==> config.mk <==
export PLATFORM = sky130hd
export DESIGN_NAME = golden_nonce_queue
export DESIGN_NICKNAME = d
export VERILOG_FILES = /design/src/rtl/golden_nonce_queue.sv
export SDC_FILE = /design/constraint.sdc
export NUM_CORES = 1
export LEC_CHECK = 0
export CAP_MARGIN = 20
export CORE_MARGIN = 4
export CORE_UTILIZATION = 45
export CTS_BUF_LIST = sky130_fd_sc_hd__clkbuf_2
export DETAILED_ROUTE_END_ITERATION = 8
export PLACE_DENSITY = 0.78
export SLEW_MARGIN = 20
export SYNTH_ARGS = -nofsm -noshare
export SYNTH_HDL_FRONTEND = slang
export SYNTH_SLANG_ARGS = --single-unit
==> constraint.sdc <==
create_clock -name hash_clk -period 4.4 [get_ports hash_clk]
set_input_delay 1.1 -clock hash_clk [delete_from_list [all_inputs] [get_ports hash_clk]]
set_output_delay 1.1 -clock hash_clk [all_outputs]
set_load 0.1 [all_outputs]
==> src/rtl/golden_nonce_queue.sv <==
// Multi-core golden-nonce collector: per-core capture registers, a round-robin
// arbiter and a show-ahead FIFO with core tagging and a saturating overflow count.
module golden_nonce_queue #(
    parameter int LOCAL_MINERS  = 2,
    parameter int NONCE_WIDTH   = 32,
    parameter int DEPTH         = 4,
    parameter int CORE_ID_WIDTH = 4,
    parameter int OVF_WIDTH     = 16
) (
    input  logic                                hash_clk,
    input  logic                                reset,
    input  logic [LOCAL_MINERS*NONCE_WIDTH-1:0] golden_nonce_i,
    input  logic [LOCAL_MINERS-1:0]             golden_nonce_match,
    output logic [NONCE_WIDTH-1:0]              out_nonce,
    output logic [CORE_ID_WIDTH-1:0]            out_core,
    output logic                                out_valid,
    input  logic                                out_ready,
    output logic [LOCAL_MINERS-1:0]             pending,
    output logic [$clog2(DEPTH):0]              fifo_level,
    output logic [OVF_WIDTH-1:0]                overflow_count
);

    localparam int RRW    = (LOCAL_MINERS > 1) ? $clog2(LOCAL_MINERS) : 1;
    localparam int ADDR_W = $clog2(DEPTH);
    localparam int LVLW   = ADDR_W + 1;
    localparam int SUMW   = OVF_WIDTH + 5;

    logic [NONCE_WIDTH-1:0]   cap [LOCAL_MINERS];
    logic [RRW-1:0]           rr;
    logic [RRW-1:0]           grant_idx;
    logic                     grant_found;
    logic                     grant_en;
    logic                     pop;
    logic [LOCAL_MINERS-1:0]  ovf_hit;
    logic [SUMW-1:0]          ovf_sum;

    logic [NONCE_WIDTH-1:0]   mem_nonce [DEPTH];
    logic [CORE_ID_WIDTH-1:0] mem_core  [DEPTH];
    logic [ADDR_W-1:0]        wr_ptr;
    logic [ADDR_W-1:0]        rd_ptr;

    // First pending core scanning cyclically upward from the round-robin pointer.
    always_comb begin
        logic [RRW:0] cand;
        grant_idx   = '0;
        grant_found = 1'b0;
        cand        = '0;
        for (int k = 0; k < LOCAL_MINERS; k++) begin
            cand = {1'b0, rr} + (RRW+1)'(k);
            if (cand >= (RRW+1)'(LOCAL_MINERS))
                cand = cand - (RRW+1)'(LOCAL_MINERS);
            if (!grant_found && pending[cand[RRW-1:0]]) begin
                grant_found = 1'b1;
                grant_idx   = cand[RRW-1:0];
            end
        end
    end

    assign grant_en  = grant_found && (fifo_level < LVLW'(DEPTH));
    assign out_valid = (fifo_level != '0);
    assign pop       = out_valid && out_ready;
    assign out_nonce = out_valid ? mem_nonce[rd_ptr] : '0;
    assign out_core  = out_valid ? mem_core[rd_ptr]  : '0;

    // A re-match only counts as an overwrite if the old capture is not leaving this cycle.
    always_comb begin
        ovf_hit = '0;
        for (int i = 0; i < LOCAL_MINERS; i++)
            ovf_hit[i] = golden_nonce_match[i] && pending[i] &&
                         !(grant_en && grant_idx == RRW'(i));
        ovf_sum = SUMW'(overflow_count) + SUMW'($countones(ovf_hit));
    end

    always_ff @(posedge hash_clk or posedge reset) begin
        if (reset) begin
            pending        <= '0;
            rr             <= '0;
            overflow_count <= '0;
            for (int i = 0; i < LOCAL_MINERS; i++)
                cap[i] <= '0;
        end else begin
            for (int i = 0; i < LOCAL_MINERS; i++) begin
                if (golden_nonce_match[i]) begin
                    cap[i]     <= golden_nonce_i[i*NONCE_WIDTH +: NONCE_WIDTH];
                    pending[i] <= 1'b1;
                end else if (grant_en && grant_idx == RRW'(i)) begin
                    pending[i] <= 1'b0;
                end
            end
            if (grant_en) begin
                if (int'(grant_idx) == LOCAL_MINERS - 1)
                    rr <= '0;
                else
                    rr <= grant_idx + 1'b1;
            end
            if (ovf_sum > SUMW'({OVF_WIDTH{1'b1}}))
                overflow_count <= '1;
            else
                overflow_count <= ovf_sum[OVF_WIDTH-1:0];
        end
    end

    always_ff @(posedge hash_clk or posedge reset) begin
        if (reset) begin
            wr_ptr     <= '0;
            rd_ptr     <= '0;
            fifo_level <= '0;
        end else begin
            if (grant_en)
                wr_ptr <= wr_ptr + 1'b1;
            if (pop)
                rd_ptr <= rd_ptr + 1'b1;
            if (grant_en && !pop)
                fifo_level <= fifo_level + 1'b1;
            else if (!grant_en && pop)
                fifo_level <= fifo_level - 1'b1;
        end
    end

    // Storage needs no reset: out_valid gates the head onto the outputs.
    always_ff @(posedge hash_clk) begin
        if (grant_en) begin
            mem_nonce[wr_ptr] <= cap[grant_idx];
            mem_core[wr_ptr]  <= CORE_ID_WIDTH'(grant_idx);
        end
    end

endmodule

==> results.txt, run 1 <==
post-synthesis sequential area ratio: 68.1%
via count of the first global-routing pass: 5952
Vias per Instance: 5.05
status: completed
number of buffers added on ports: 123
Post-synth EDFFs: 132
crit path cell chain: buf_4, mux4_1, and2_1, buf_4
f_max: 248 MHz
Critical Path Slowest Stage Cell: dfrtp_2
Critical Path Fanout Max: 22
Top Usage Layer GRT: met2
post-layout util: 55.9%
H-tree Lvls: 2
Crit Path Category: flop to output port
final WL: 19.2 mm
synth top area cells: edfxtp_1 (43%), dfrtp_1 (25%), mux2_2 (8.1%), mux4_2 (6.9%), nand2_1 (4.7%)
share of cells above drive strength 1: 30.4%
Post-CTS Hold Buffers: 0
Post-CTS Resized: 0
#FFs+latches synth: 222
post-synth top area share: 43.4%
Slew @ Worst Pin: 1.01 ns
wire per inst: 18.3 um
clk buf depth: 3
Setup crit end kind: output port
Crit path arrival time: 2.93 ns
Final Max Tran Viols: 0
# DRC: 0
Commonest cells post-synth: edfxtp_1 (132), nand2_1 (115), dfrtp_1 (90)
gr usage total: 17.6%
required time worst endpoint: 3.30 ns
ANT nets after route: 0
delay-heaviest family, CP: flip-flops
setup TNS: 0 ns
dpl ws: 1.08 ns
antenna violations before repair: 2
Root Buffer: clkbuf_2
1st-iter DRT viols: 271
CTS Buf Count: 54
register area: 6220 um^2
Std-Cell Rows: 51
fin worst setup slack: 0.366 ns
Clock Skew: 0.0560 ns
synthesized area: 9130 um^2
Final Hold Viols: 0
area of the multi-input gates: 2690 um^2
Core Region: 19700 um^2
global routing usage on met1: 20.8%
CTS tree: done
Synth area leader: edfxtp_1
Die H: 150 um
total number of vias: 5282
Fillers: 1573
CP Buf/Inv Count: 2
hold crit path type: flop to flop
Clk pin slew, worst setup/hold paths: 0.11 ns
GR Overflow Total: 0
worst skew pair latency: 0.81 ns
RSZ-0062 raised after global routing: false
M2 GR Usage: 30.6%
Synth cell types: 35
largest net degree at the start of global routing: 64
Initial Utilization: 46.3%
RePlAce Congestion: 0.760
area delta synth->final: 20.6%
YS warnings: 0
crit-path most repeated cell: buf_4
GRT met3 Usage: 4.67%
global-route wire length before repair: 30.7 mm
most frequent cell after synthesis: edfxtp_1
post-synthesis cell count: 579
element type at the critical path start: flop
die area: 22600 um^2
clock sinks: 222
Slew Limit Headroom: 32.2%
Post-synth top flop: edfxtp_1
nets@finish: 813
hpwl dp: 12.1 mm
postcts setup bufs: 0
crit-path max cell delay: 0.85 ns
fin crit period: 4.03 ns
async set or reset register ratio after synthesis: 40.5%
Final period util: 91.7%
boundary pin count: 127
TritonRoute pass-1 iters: 4
Die Wd: 150 um
max_cap viols: 0
# setup viols final: 0
Syn Area/Cell: 15.8 um^2
==> metrics by stage <==
stage	hold WS [ns]	instance area [um^2]	cells
2_1_floorplan	0.481	9140	581
3_3_place_gp	0.490	10500	945
3_5_place_dp	0.495	10500	945
4_1_cts	0.516	11000	1045
5_1_grt	0.528	11000	1046
6_report	0.515	11000	1046
==> registers in the layout, indices dropped and copies added (netlist names) <==
signal,flops
fifo_level,3
overflow_count,16
pending,2
wr_ptr,2
rd_ptr,2
cap,64
mem_nonce,128
rr,1
mem_core,4
==> path summary, 6_finish.rpt <==
check | startpoint | to | slack (ns) | depth (start not counted)
max in group asynchronous | reset | cap[37]$_DFFE_PP0P_ | 2.81 | 3
min in group asynchronous | reset | cap[53]$_DFFE_PP0P_ | 0.80 | 2
worst min-delay path | cap[33]$_DFFE_PP0P_ | cap[33]$_DFFE_PP0P_ | 0.51 | 1
worst min register to register | cap[33]$_DFFE_PP0P_ | cap[33]$_DFFE_PP0P_ | 0.51 | 1
worst max-delay path | rd_ptr[0]$_DFFE_PP0P_ | out_nonce[31] | 0.37 | 4
worst max register to register | pending[0]$_DFFE_PP0P_ | overflow_count[3]$_DFF_PP0_ | 1.65 | 9
==> area by class of cell <==
| cell class | count | area share (%) |
|---|---|---|
| diodes | 1 | 0.0227 |
| inverters | 8 | 0.295 |
| well taps | 265 | 3.01 |
| clock inverters | 16 | 1.08 |
| repair buffers | 131 | 10.9 |
| multi-input cells | 319 | 24.4 |
| clock buffers | 84 | 3.82 |
| flip-flops and latches | 222 | 56.5 |
==> cell families (layout without fill, tap and decap cells) <==
| kind of cell | after synthesis | count (layout) | synth area share (%) |
|---|---|---|---|
| mux | 100 | 100 | 16.6 |
| flops | 222 | 222 | 68.1 |
| other cells | 1 | 4 | 0.0411 |
| buf+inv | 40 | 239 | 2.56 |
| simple gates | 183 | 183 | 9.31 |
| compound gates | 8 | 8 | 0.507 |
| xor+xnor | 17 | 17 | 1.63 |
| fa+ha+maj | 8 | 8 | 1.26 |
==> worst register-to-register path: cells and delay by family, from the launching register on <==
family	cells	cell delay, ns
simple gates	4	1.13
fa+ha+maj	2	0.60
compound gates	2	0.37
flops	1	0.46
buf+inv	1	0.10
==> cells in the final DEF (no fill, tap or decap), types with 3 or more instances in the layout <==
cell type and instances:
xor2_1 9, mux4_1 5, nor2_1 5, edfxtp_1 132
and2_1 33, and4_1 3, dfrtp_1 88, nand4_1 5
mux2_2 66, clkinv_1 12, nand2b_1 5, nand3_1 4
clkdlybuf4s50_1 87, and3_1 3, inv_1 6, ha_1 6
nand2_1 115, o21ai_0 4, buf_4 42, conb_1 3
mux4_2 28, clkbuf_2 84, xnor2_1 8, and2_2 4
==> layer usage <==
metal	part of all wire, %	up-vias
li1	-	2449
met3	6.3	35
met4	2.6	2
met2	52	153
met5	0.084	-
met1	39	2643
Power of run 1 is left out: the tool's default activity adds up to more than one toggle a clock period on the data nets, which glitch-free logic cannot reach.
==> inputs of run 2 (changes only) <==
--- a/config.mk
+++ b/config.mk
@@ -6,11 +6,13 @@
 export NUM_CORES = 1
 export LEC_CHECK = 0
 export CAP_MARGIN = 20
+export CORE_ASPECT_RATIO = 0.8
 export CORE_MARGIN = 4
 export CORE_UTILIZATION = 45
 export CTS_BUF_LIST = sky130_fd_sc_hd__clkbuf_2
 export DETAILED_ROUTE_END_ITERATION = 8
-export PLACE_DENSITY = 0.78
+export DONT_BUFFER_PORTS = 1
+export PLACE_DENSITY = 0.7
 export SLEW_MARGIN = 20
 export SYNTH_ARGS = -nofsm -noshare
 export SYNTH_HDL_FRONTEND = slang
==> constraint.sdc (replaced) <==
create_clock -name hash_clk -period 4.8 [get_ports hash_clk]
set_input_delay 1.2 -clock hash_clk [delete_from_list [all_inputs] [get_ports hash_clk]]
set_output_delay 1.2 -clock hash_clk [all_outputs]
set_load 0.1 [all_outputs]
==> run 2 against run 1 <==
Effect of this change: non-clock buffer count is 90 lower; first-iteration DRC count down 23%; critical path depth is the same; critical path type unchanged; highest routed layer unchanged.
==> results.txt, run 2 (synthesis results as in run 1) <==
element type at the critical path start: flop
Std-Cell Rows: 46 (-9.8%)
GR Overflow Total: 0 (unchanged)
RePlAce Congestion: 0.675 (-11%)
Crit path arrival time: 3.06 ns (+0.13 ns)
antenna violations before repair: 2 (unchanged)
postcts setup bufs: 0 (unchanged)
clock sinks: 222 (unchanged)
Post-CTS Hold Buffers: 0 (unchanged)
Root Buffer: clkbuf_2
commonest non-fill, non-tap cell in the layout: edfxtp_1
largest net degree at the start of global routing: 91 (+42%)
max FFs per register: 128 (unchanged)
gr usage total: 16.4% (-1.2 points)
hpwl dp: 10.9 mm (-9.5%)
area delta synth->final: 11.0%
Fillers: 1669 (+6.1%)
CP Buf/Inv Count: 2 (unchanged)
crit path cell chain: buf_4, mux4_1, and2_1, buf_4
worst skew pair latency: 0.77 ns (-0.04 ns)
required time worst endpoint: 3.60 ns (+0.30 ns)
ANT nets after route: 0 (unchanged)
Final Hold Viols: 0 (unchanged)
CTS Buf Count: 54 (unchanged)
number of buffers added on ports: 0 (-100%)
global-route wire length before repair: 29.2 mm (-4.8%)
share of cells above drive strength 1: 33.6% (+3.2 points)
total number of vias: 4879 (-7.6%)
delay-heaviest family, CP: flip-flops
setup TNS: 0 ns (unchanged)
Die H: 135 um (-10%)
f_max: 235 MHz
Post-CTS Resized: 0 (unchanged)
1st-iter DRT viols: 209 (-23%)
Slew Limit Headroom: 29.1% (-3.1 points)
CTS tree: done
max_cap viols: 0 (unchanged)
Core Region: 19900 um^2 (+0.70%)
TritonRoute pass-1 iters: 5 (+1)
H-tree Lvls: 2 (unchanged)
nets@finish: 723 (-11%)
most frequent cells in the layout: edfxtp_1 (132), nand2_1 (114), dfrtp_1 (88), clkbuf_2 (75), mux2_2 (66)
Critical Path Slowest Stage Cell: dfrtp_2
status: completed
biggest regs: mem_nonce (128), cap (64), overflow_count (16)
Clock Skew: 0.0484 ns (-0.00761 ns)
Crit Path Category: flop to output port
clk buf depth: 3 (unchanged)
Initial Utilization: 46.0% (-0.32 points)
Slew @ Worst Pin: 1.06 ns (+0.0504 ns)
hold crit path type: input pin to asynchronous set/reset pin
Vias per Instance: 5.10 (+1.1%)
crit-path most repeated cell: buf_4
Critical Path Fanout Max: 21 (-4.5%)
boundary pin count: 127 (unchanged)
Biggest register: mem_nonce
via count of the first global-routing pass: 5385 (-9.5%)
# DRC: 0 (unchanged)
fin crit period: 4.26 ns
Final Max Tran Viols: 0 (unchanged)
wire per inst: 19.0 um (+3.7%)
die area: 22600 um^2 (about the same)
# setup viols final: 0 (unchanged)
Clk pin slew, worst setup/hold paths: 0.10 ns (about the same)
crit-path max cell delay: 0.86 ns (about the same)
RSZ-0062 raised after global routing: false
Final period util: 88.7%
final WL: 18.1 mm (-5.3%)
Die Wd: 167 um (+11%)
Setup crit end kind: output port
run 2: cell types whose count changed in the layout (fill, tap and decap cells not counted), sizes merged:
cell	delta
clkdlybuf4s50	-87
clkbuf	-9
clkinv	+7
buf	-3
clkinvlp	+1
diode	+1
inv	+1
run 2: final timing paths:
path	cells past startpoint	from	slack, ns	endpoint
hold reg to reg	1	cap[52]$_DFFE_PP0P_	0.51	cap[52]$_DFFE_PP0P_
min in group hash_clk	1	cap[52]$_DFFE_PP0P_	0.51	cap[52]$_DFFE_PP0P_
max in group asynchronous	1	reset	3.75	rd_ptr[0]$_DFFE_PP0P_
setup reg to reg	9	pending[0]$_DFFE_PP0P_	1.33	overflow_count[3]$_DFF_PP0_
setup / recovery	4	rd_ptr[0]$_DFFE_PP0P_	0.54	out_nonce[1]
hold / removal	1	reset	0.46	cap[48]$_DFFE_PP0P_
run 2: per-stage QoR:
step	area (um^2)	util, %	instances	setup WS [ns]	hold WS, ns
floorplan	9140	-	581	0.293	0.481
global placement	9580	48.3	854	1.31	0.491
detailed placement	9580	48.3	854	1.28	0.495
CTS	10100	51.0	954	0.359	0.426
global route	10100	51.0	956	0.233	0.417
finish	10100	51.0	956	0.542	0.462
run 2: per-layer routing:
metal | global-route usage, % | wire (um) | up-vias
met5 | 0 | 20 | -
met4 | 4.60 | 211 | 2
met3 | 5.19 | 1160 | 22
met2 | 27.0 | 9010 | 142
met1 | 21.3 | 7750 | 2459
li1 | - | - | 2254
run 2: cell type report:
type                            count  area, um^2  area share [%]
Antenna cell                        2        5.00          0.0494
Multi-Input combinational cell    319        2700            26.6
Timing Repair Buffer               41         308            3.04
Tap cell                          264         330            3.26
Sequential cell                   222        6220            61.4
Inverter                            8        35.0           0.346
Clock inverter                     25         161            1.59
Clock buffer                       75         375            3.71
Power of run 2 is left out for the same reason.
